**src/rtl/cpu_types_pkg.sv**
```systemverilog
// Shared CPU constants and types for the branch target predictor.
package cpu_types_pkg;
    localparam int BTB_ENTRIES = 16;
    localparam int BTB_CTR_W   = 2;
    localparam int BTB_PC_W    = 32;
    localparam int BTB_IDX_W   = $clog2(BTB_ENTRIES);
    localparam int BTB_TAG_W   = BTB_PC_W - BTB_IDX_W - 2;

    typedef struct packed {
        logic                 valid;
        logic [BTB_TAG_W-1:0] tag;
        logic [BTB_PC_W-1:0]  target;
    } btb_entry_t;
endpackage

```
**src/rtl/sat_counter.sv**
```systemverilog
// Saturating up/down counter with synchronous load and asynchronous reset value.
module sat_counter #(
    parameter int               WIDTH   = 2,
    parameter logic [WIDTH-1:0] RST_VAL = '0
) (
    input  logic             i_clk,
    input  logic             i_rst,
    input  logic             i_load,
    input  logic [WIDTH-1:0] i_load_val,
    input  logic             i_inc,
    input  logic             i_dec,
    output logic [WIDTH-1:0] o_cnt
);
    logic [WIDTH-1:0] r_cnt;

    // Load beats inc/dec; inc and dec hold at their respective limits.
    always_ff @(posedge i_clk or posedge i_rst) begin
        if (i_rst) begin
            r_cnt <= RST_VAL;
        end else if (i_load) begin
            r_cnt <= i_load_val;
        end else if (i_inc) begin
            if (r_cnt != '1) r_cnt <= r_cnt + WIDTH'(1);
        end else if (i_dec) begin
            if (r_cnt != '0) r_cnt <= r_cnt - WIDTH'(1);
        end
    end

    assign o_cnt = r_cnt;
endmodule

```
**src/rtl/branch_target_predictor.sv**
```systemverilog
// Flip-flop BTB with per-entry saturating direction counters, EX-stage training,
// misprediction detection and branch/mispredict statistics.
module branch_target_predictor
    import cpu_types_pkg::*;
#(
    parameter int ENTRIES = BTB_ENTRIES,
    parameter int CTR_W   = BTB_CTR_W,
    parameter int PC_W    = BTB_PC_W
) (
    input  logic            CLK,
    input  logic            RST,
    input  logic [PC_W-1:0] lookup_pc,
    output logic            pred_hit,
    output logic            pred_taken,
    output logic [PC_W-1:0] pred_target,
    input  logic            upd_en,
    input  logic            upd_valid,
    input  logic [PC_W-1:0] upd_pc,
    input  logic            upd_taken,
    input  logic [PC_W-1:0] upd_target,
    input  logic            upd_pred_taken,
    input  logic [PC_W-1:0] upd_pred_target,
    input  logic            inval_all,
    output logic            mispredict,
    output logic [PC_W-1:0] correct_pc,
    output logic [31:0]     stat_branches,
    output logic [31:0]     stat_mispredicts
);
    localparam int IDX_W = $clog2(ENTRIES);
    localparam int TAG_W = PC_W - IDX_W - 2;
    localparam logic [CTR_W-1:0] CTR_WNT = CTR_W'((1 << (CTR_W - 1)) - 1);
    localparam logic [CTR_W-1:0] CTR_WT  = CTR_W'(1 << (CTR_W - 1));

    logic [ENTRIES-1:0] r_valid;
    logic [TAG_W-1:0]   r_tag    [ENTRIES];
    logic [PC_W-1:0]    r_target [ENTRIES];
    logic [CTR_W-1:0]   w_ctr    [ENTRIES];

    logic [IDX_W-1:0] w_lidx, w_uidx;
    logic [TAG_W-1:0] w_ltag, w_utag;
    logic             w_upd, w_wr, w_uhit;

    assign w_lidx = lookup_pc[IDX_W+1:2];
    assign w_ltag = lookup_pc[PC_W-1:IDX_W+2];
    assign w_uidx = upd_pc[IDX_W+1:2];
    assign w_utag = upd_pc[PC_W-1:IDX_W+2];

    assign pred_hit    = r_valid[w_lidx] && (r_tag[w_lidx] == w_ltag);
    assign pred_taken  = pred_hit && w_ctr[w_lidx][CTR_W-1];
    assign pred_target = pred_taken ? r_target[w_lidx] : lookup_pc + PC_W'(4);

    assign mispredict = upd_valid && ((upd_taken != upd_pred_taken) ||
                                      (upd_taken && (upd_target != upd_pred_target)));
    assign correct_pc = upd_taken ? upd_target : upd_pc + PC_W'(4);

    // Invalidation pre-empts array writes but not the statistics.
    assign w_upd  = upd_en && upd_valid;
    assign w_wr   = w_upd && !inval_all;
    assign w_uhit = r_valid[w_uidx] && (r_tag[w_uidx] == w_utag);

    always_ff @(posedge CLK or posedge RST) begin
        if (RST) begin
            r_valid <= '0;
            for (int i = 0; i < ENTRIES; i++) begin
                r_tag[i]    <= '0;
                r_target[i] <= '0;
            end
        end else if (inval_all) begin
            r_valid <= '0;
        end else if (w_wr && upd_taken) begin
            r_valid[w_uidx]  <= 1'b1;
            r_tag[w_uidx]    <= w_utag;
            r_target[w_uidx] <= upd_target;
        end
    end

    for (genvar g = 0; g < ENTRIES; g++) begin : g_ctr
        logic w_sel;
        assign w_sel = w_wr && (w_uidx == IDX_W'(g));

        sat_counter #(.WIDTH(CTR_W), .RST_VAL(CTR_WNT)) u_ctr (
            .i_clk      (CLK),
            .i_rst      (RST),
            .i_load     (inval_all || (w_sel && !w_uhit && upd_taken)),
            .i_load_val (inval_all ? CTR_WNT : CTR_WT),
            .i_inc      (w_sel && w_uhit && upd_taken),
            .i_dec      (w_sel && w_uhit && !upd_taken),
            .o_cnt      (w_ctr[g])
        );
    end

    sat_counter #(.WIDTH(32), .RST_VAL('0)) u_stat_br (
        .i_clk      (CLK),
        .i_rst      (RST),
        .i_load     (1'b0),
        .i_load_val ('0),
        .i_inc      (w_upd),
        .i_dec      (1'b0),
        .o_cnt      (stat_branches)
    );

    sat_counter #(.WIDTH(32), .RST_VAL('0)) u_stat_mp (
        .i_clk      (CLK),
        .i_rst      (RST),
        .i_load     (1'b0),
        .i_load_val ('0),
        .i_inc      (w_upd && mispredict),
        .i_dec      (1'b0),
        .o_cnt      (stat_mispredicts)
    );
endmodule

```
**config.mk**
```make
export PLATFORM = sky130hd
export DESIGN_NAME = branch_target_predictor
export DESIGN_NICKNAME = d
export VERILOG_FILES = /design/src/rtl/cpu_types_pkg.sv /design/src/rtl/sat_counter.sv /design/src/rtl/branch_target_predictor.sv
export SDC_FILE = /design/constraint.sdc
export NUM_CORES = 2
export LEC_CHECK = 0
export ABC_AREA = 1
export BUFFER_PORTS_ARGS = -buffer_cell sky130_fd_sc_hd__buf_2
export CAP_MARGIN = 30
export CORE_MARGIN = 5
export CORE_UTILIZATION = 55
export CTS_BUF_LIST = sky130_fd_sc_hd__clkbuf_8
export DETAILED_ROUTE_END_ITERATION = 10
export PLACE_DENSITY = 0.74
export SLEW_MARGIN = 10
export SYNTH_ARGS = -nofsm -noshare
export SYNTH_HDL_FRONTEND = slang
export SYNTH_HIERARCHICAL = 1
export SYNTH_SLANG_ARGS = --single-unit
export TNS_END_PERCENT = 10
```
**constraint.sdc**
```tcl
create_clock -name CLK -period 55.2 [get_ports CLK]
set_clock_uncertainty 0.05 [all_clocks]
set_input_delay 5.52 -clock CLK [delete_from_list [all_inputs] [get_ports CLK]]
set_output_delay 5.52 -clock CLK [all_outputs]
set_load 0.02 [all_outputs]
```
After elaboration in Yosys (flattened, before gate mapping). Cells that the tools add are included. W data, S select, Z words.

Add/subtract/negate cells: 36. $lt $le $gt $ge: 6. Eq/ne operators: 53. Muxes and demuxes: 109. Bitwise logic cells: 4. Reduce and logical (&&, ||, !) cells: 196.

Operators with widths (number): $bwmux W512 (1); $bwmux W416 (1); $bmux W26 S4 (2); $mux W2 (83); $mux W32 (5); $mux W26 (5); $bmux W32 S4 (1); $demux W32 S4 (1); $logic_and A1 B1 Y1 (107); $demux W26 S4 (1); $reduce_bool A3 Y1 (32); $add A32 B1 Y32 const B (2); $add A32 B3 Y32 const B (2); $ne A32 B32 Y1 const B (2); $eq A26 B26 Y1 (2); $ne A3 B2 Y1 const B (16); $reduce_and A3 Y1 (16); $reduce_bool A2 Y1 (17); $add A2 B1 Y2 const B (16); $eq A4 B4 Y1 const B (8); $mux W16 (2); $ne A2 B2 Y1 const B (16); $ne A32 B32 Y1 (1); $sub A2 B1 Y2 const B (16); 19 further kinds (49).

Flip-flop bits (word level): 1040. Bits of input ports: 135. Output and inout port bits: 131. Word-level logic and storage cells: 455.

Depth between registers and ports, before layout.
Depth in word-level cells: 12. Mapped depth: 25. Gate-level depth less buffers: 23.

Hierarchy. The synthesis kept the hierarchy.

By module, submodules not included: branch_target_predictor (times used 1, cells an instance 7115, area each 50931.3 um2, seq. area each 23622.7 um2); sat_counter (u_stat_br ...) (times used 2, cells an instance 794, area each 4202.8 um2, seq. area each 800.8 um2); sat_counter (g_ctr[0].u_ctr ...) (times used 16, cells an instance 28, area each 161.4 um2, seq. area each 51.3 um2).

Worst setup path before layout. No wires, ideal clock.

Kind: input-to-output. Start point: input port upd_pc[3]. End point: output port correct_pc[17]. Arrival time: 7.566 ns. Path slack: 42.064 ns. Cell stages on the path: 11. Cells stage by stage: buf_2 > inv_2 > buf_2 > nor3_2 > nand3_1 > nor2_1 > nand2_1 > nor2_2 > or3b_1 > xor2_1 > o21ai_0.

Longest elaborated chain between the ends: 2.

RTL lines: start, declared (RTL line branch_target_predictor.sv:18) `input logic [PC_W-1:0] upd_pc,`; $add A32 B3 Y32 (RTL line branch_target_predictor.sv:54) `assign correct_pc = upd_taken ? upd_target : upd_pc + PC_W'(4);`; $mux W32 (RTL line branch_target_predictor.sv:54); end, declared (RTL line branch_target_predictor.sv:25) `output logic [PC_W-1:0] correct_pc,`.

Every way passes these cells.

Worst setup path after layout.
Start point: input port lookup_pc[2]. End point: output port pred_target[26].

Longest elaborated chain between the ends: 8.

RTL lines: start, declared (RTL line branch_target_predictor.sv:12) `input logic [PC_W-1:0] lookup_pc,`; $not A4 Y5 (implied by the code) (RTL line branch_target_predictor.sv:48, branch_target_predictor.sv:49, branch_target_predictor.sv:50); $bmux W26 S4 (RTL line branch_target_predictor.sv:48) `assign pred_hit = r_valid[w_lidx] && (r_tag[w_lidx] == w_ltag);`; $mux W26 (implied by the code) (2 in series) (RTL line branch_target_predictor.sv:48); $eq A26 B26 Y1 (RTL line branch_target_predictor.sv:48); $logic_and A1 B1 Y1 (RTL line branch_target_predictor.sv:48); $logic_and A1 B1 Y1 (RTL line branch_target_predictor.sv:49) `assign pred_taken = pred_hit && w_ctr[w_lidx][CTR_W-1];`; $mux W32 * (RTL line branch_target_predictor.sv:50) `assign pred_target = pred_taken ? r_target[w_lidx] : lookup_pc + PC_W'(4);`; end, declared (RTL line branch_target_predictor.sv:15) `output logic [PC_W-1:0] pred_target,`.

Mark *: on every way between the ends. The rest lies on a longest branch, timed or not. The select of a mux whose other input is x is not followed.

==> summary.txt <==
Die
  – Site Rows: between 100 and 150
  – Top Ports: approximately 270
  – Initial core utilization: 55.2%
  – Die height: 346 µm
  – Horiz. Die Dim: between 300 and 400 µm
  – Placeable Area: 0.112 mm²
  – Die area: around 0.12 mm²

Global routing
  – Vias in the first global route: roughly 58k
  – Total grt overflow: 0
  – Tot GR Track Use: 36.9%
  – Global-route wire length before repair: 346,000 µm
  – Initial antenna violation count: 12
  – Largest net degree at the start of global routing: 174

Clock network
  – Post-CTS resize count: 0
  – Post-CTS setup buffer count: 0
  – Clk sinks: between 1k and 1.5k
  – H-tree levels: 4
  – CTS Root Cell: clkbuf_8
  – Inserted Clock Buffers: 181
  – CTS tree: done
  – CTS Buffer Depth: 3
  – Hold_buf cts: 0
  – Clock Latency Late Sink: 0.94 ns
  – Clock Pin Slew Worst Setup and Hold Paths: 0.06 ns

Place
  – Post-DP HPWL: about 140,000 µm
  – IO buf count: 265
  – GP Congestion: 1.02

Timing
  – Worst rel slew slack: roughly 22%
  – Fmax: between 60 and 70 MHz
  – Post-Route Setup TNS: 0 ns
  – Endpoints failing hold: 0
  – Slew @ Worst Pin: ~1.2 ns
  – Final Max Tran Viols: 0
  – RSZ-0062 raised after global routing: false
  – Tmin final: 16.23 ns
  – Crit share post-route: 29.4%
  – Final setup vio count: 0

Synth
  – Cell count after synthesis: approximately 9k
  – #FFs+latches synth: 1,040
  – Most used flip-flop cell after synthesis: dfrtp_1
  – Post-synth ARST share: 100%
  – Area leader, netlist: dfrtp_1
  – Library cells used by synthesis: 52
  – Cell Area, Synth: 0.0619 mm²
  – Yosys warns: 6
  – Top cell type's share of synthesized area: 41.4%
  – Area contributors post-synth: dfrtp_1 41%, nand2_1 18%, o21ai_0 12%
  – Number of synthesized flops with an enable pin: 0
  – Seq/Total Area, Yosys: 42.1%
  – Mean Syn Cell Area: 6.77 µm²

Drt
  – Avg WL per Cell: 21.0 µm
  – DRT antenna net count: 0
  – Detailed-route via count: 63.2k
  – Pre-antenna DRT Iters: 8
  – Vias per cell: 5.83
  – Drc violations: 0
  – Drt initial violations: around 8.4k
  – Final wirelength: 228,000 µm

Power and ir drop
  – P_leak: 0.0346 µW
  – Clk network pwr share: between 30% and 40%
  – Comb pwr share: between 20% and 30%
  – Net Switching: roughly 800 µW
  – Flop pwr share: 41.1%
  – Maximum vdd drop: 0.0259 mV
  – PD cells: 32.1 mW/mm²
  – Int Pwr: ~1400 µW
  – Net Sw Frac: 35.7%

Critical path
  – Reg2reg path depth: 19
  – CP endpoint kind: output pin
  – Kind of critical path: in2out
  – Critical path peak fanout: 173
  – Worst path required time: 49.63 ns
  – Arr. time, crit path: ~11 ns
  – CP Launch Type: primary input

Run status
  – Outcome: finished, final reports clean

Cells and area
  – P&R area growth vs syn: 9.94%
  – Nets: 9,378
  – Layout Utilization: slightly above 60%
  – Share of cells above drive strength 1: 7.89%

Worst hold path
  – Worst Hold Class: reg2reg
  – Hold-critical path depth: 2

Run
  – Max_cap viols: 0
## power by group through the flow
stage	clock [µW]	sequential (µW)	combinational (µW)
after floorplan	0	912	366
after global placement	0	908	518
after detailed placement	0	910	529
after CTS	753	898	531
after global routing	787	909	608
final	746	900	542
## metal layers
metal	up-vias	wire [µm]	share of wire, %	track usage, %
met5	-	171	0.075	0
met4	14	14900	6.5	21.5
met3	796	29000	13	11.2
met2	3766	96200	42	54.6
met1	29295	87800	39	48.2
li1	29307	-	-	-
## registers in the layout (all words and copies together), names as in the netlist
register,cells
g_ctr.u_ctr/o_cnt,32
r_tag,416
r_target,512
r_valid,16
u_stat_br/o_cnt,32
u_stat_mp/o_cnt,32
## logic make-up after synthesis
kind of cell | after synthesis | share of synthesized area, %
other cells | 1 | 0.00606
mux | 2 | 0.0323
compound gates | 1981 | 17.0
simple gates | 4571 | 29.3
flops | 1040 | 42.1
buf+inv | 1407 | 9.00
xor+xnor | 82 | 1.16
fa+ha+maj | 67 | 1.38
## final timing paths
| path | start | to | slack, ns |
|---|---|---|---|
| worst max-delay path | lookup_pc[2] | pred_target[26] | 38.97 |
| worst max register to register | r_tag[344] | g_ctr[3].u_ctr/o_cnt[1] | 51.42 |
| worst min-delay path | r_target[204] | r_target[204] | 0.43 |
| max in group asynchronous | RST | r_target[119] | 48.07 |
| worst min register to register | r_target[204] | r_target[204] | 0.43 |
| min in group asynchronous | RST | g_ctr[13].u_ctr/o_cnt[1] | 4.69 |
## cells in the mapped netlist (all sizes together) (27+ instances only)
cell / instances
nand2: 3046
o21ai: 1490
dfrtp: 1024
nor2: 937
inv: 815
nand3: 465
clkbuf: 414
a21oi: 227
buf: 171
o211ai: 92
o22ai: 88
xor2: 67
ha: 65
nor3: 42
o221ai: 37
nand3b: 27
## worst max-delay path, stage by stage
cell     delay, ns
buf_8         0.39
buf_4         0.62
buf_4         0.81
buf_12        0.56
nor2_1        0.12
nor2_1        0.13
o21ai_0       0.10
nand3_1       0.14
nand3_1       0.11
nand2_1       0.10
nand2_1       0.05
nand2_1       0.20
nand2_1       0.09
nor2_1        0.10
nand3_1       0.11
nor2_2        0.14
buf_4         0.35
nand2_2       0.32
nand2_1       0.17
nand2_1       0.08
buf_2         0.16
## area by class of cell
cell class	count	area (µm²)
Multi-Input combinational cell	6775	30700
Tap cell	1500	1880
Antenna cell	7	17.5
Clock inverter	101	628
Inverter	822	3110
Sequential cell	1040	26000
Fill cell	10522	44100
Timing Repair Buffer	356	2500
Clock buffer	230	3170
## cell usage in the layout, fill, tap and decap left out, types with 10 or more instances in the layout
cell type	count
o21ai_1	13
buf_4	66
nor3_1	40
xnor2_1	15
buf_2	260
inv_1	859
ha_1	65
nand2_1	3030
nand4_1	24
o221ai_1	37
xor2_1	67
nand3b_1	27
nor2_2	36
conb_1	72
a31oi_1	10
buf_16	18
clkinv_2	23
o22ai_1	88
nor2_1	895
a21oi_1	227
o21ai_0	1477
dfstp_2	16
nand2_4	14
dfrtp_1	1024
nand3_1	460
clkbuf_8	231
o211ai_1	92
inv_2	14
## per-stage QoR
stage	power [µW]	hold slack, ns	setup WS, ns	instance area, µm²	std cells
after floorplan	1280	0.398	23.08	62200	9222
after global placement	1430	0.410	39.26	63700	10471
after detailed placement	1440	0.417	39.17	63900	10478
after CTS	2180	0.432	39.16	67700	10809
after global routing	2300	0.444	38.65	68100	10825
final	2190	0.429	38.97	68100	10831
Note: power is estimated with default switching activity, not from simulation.
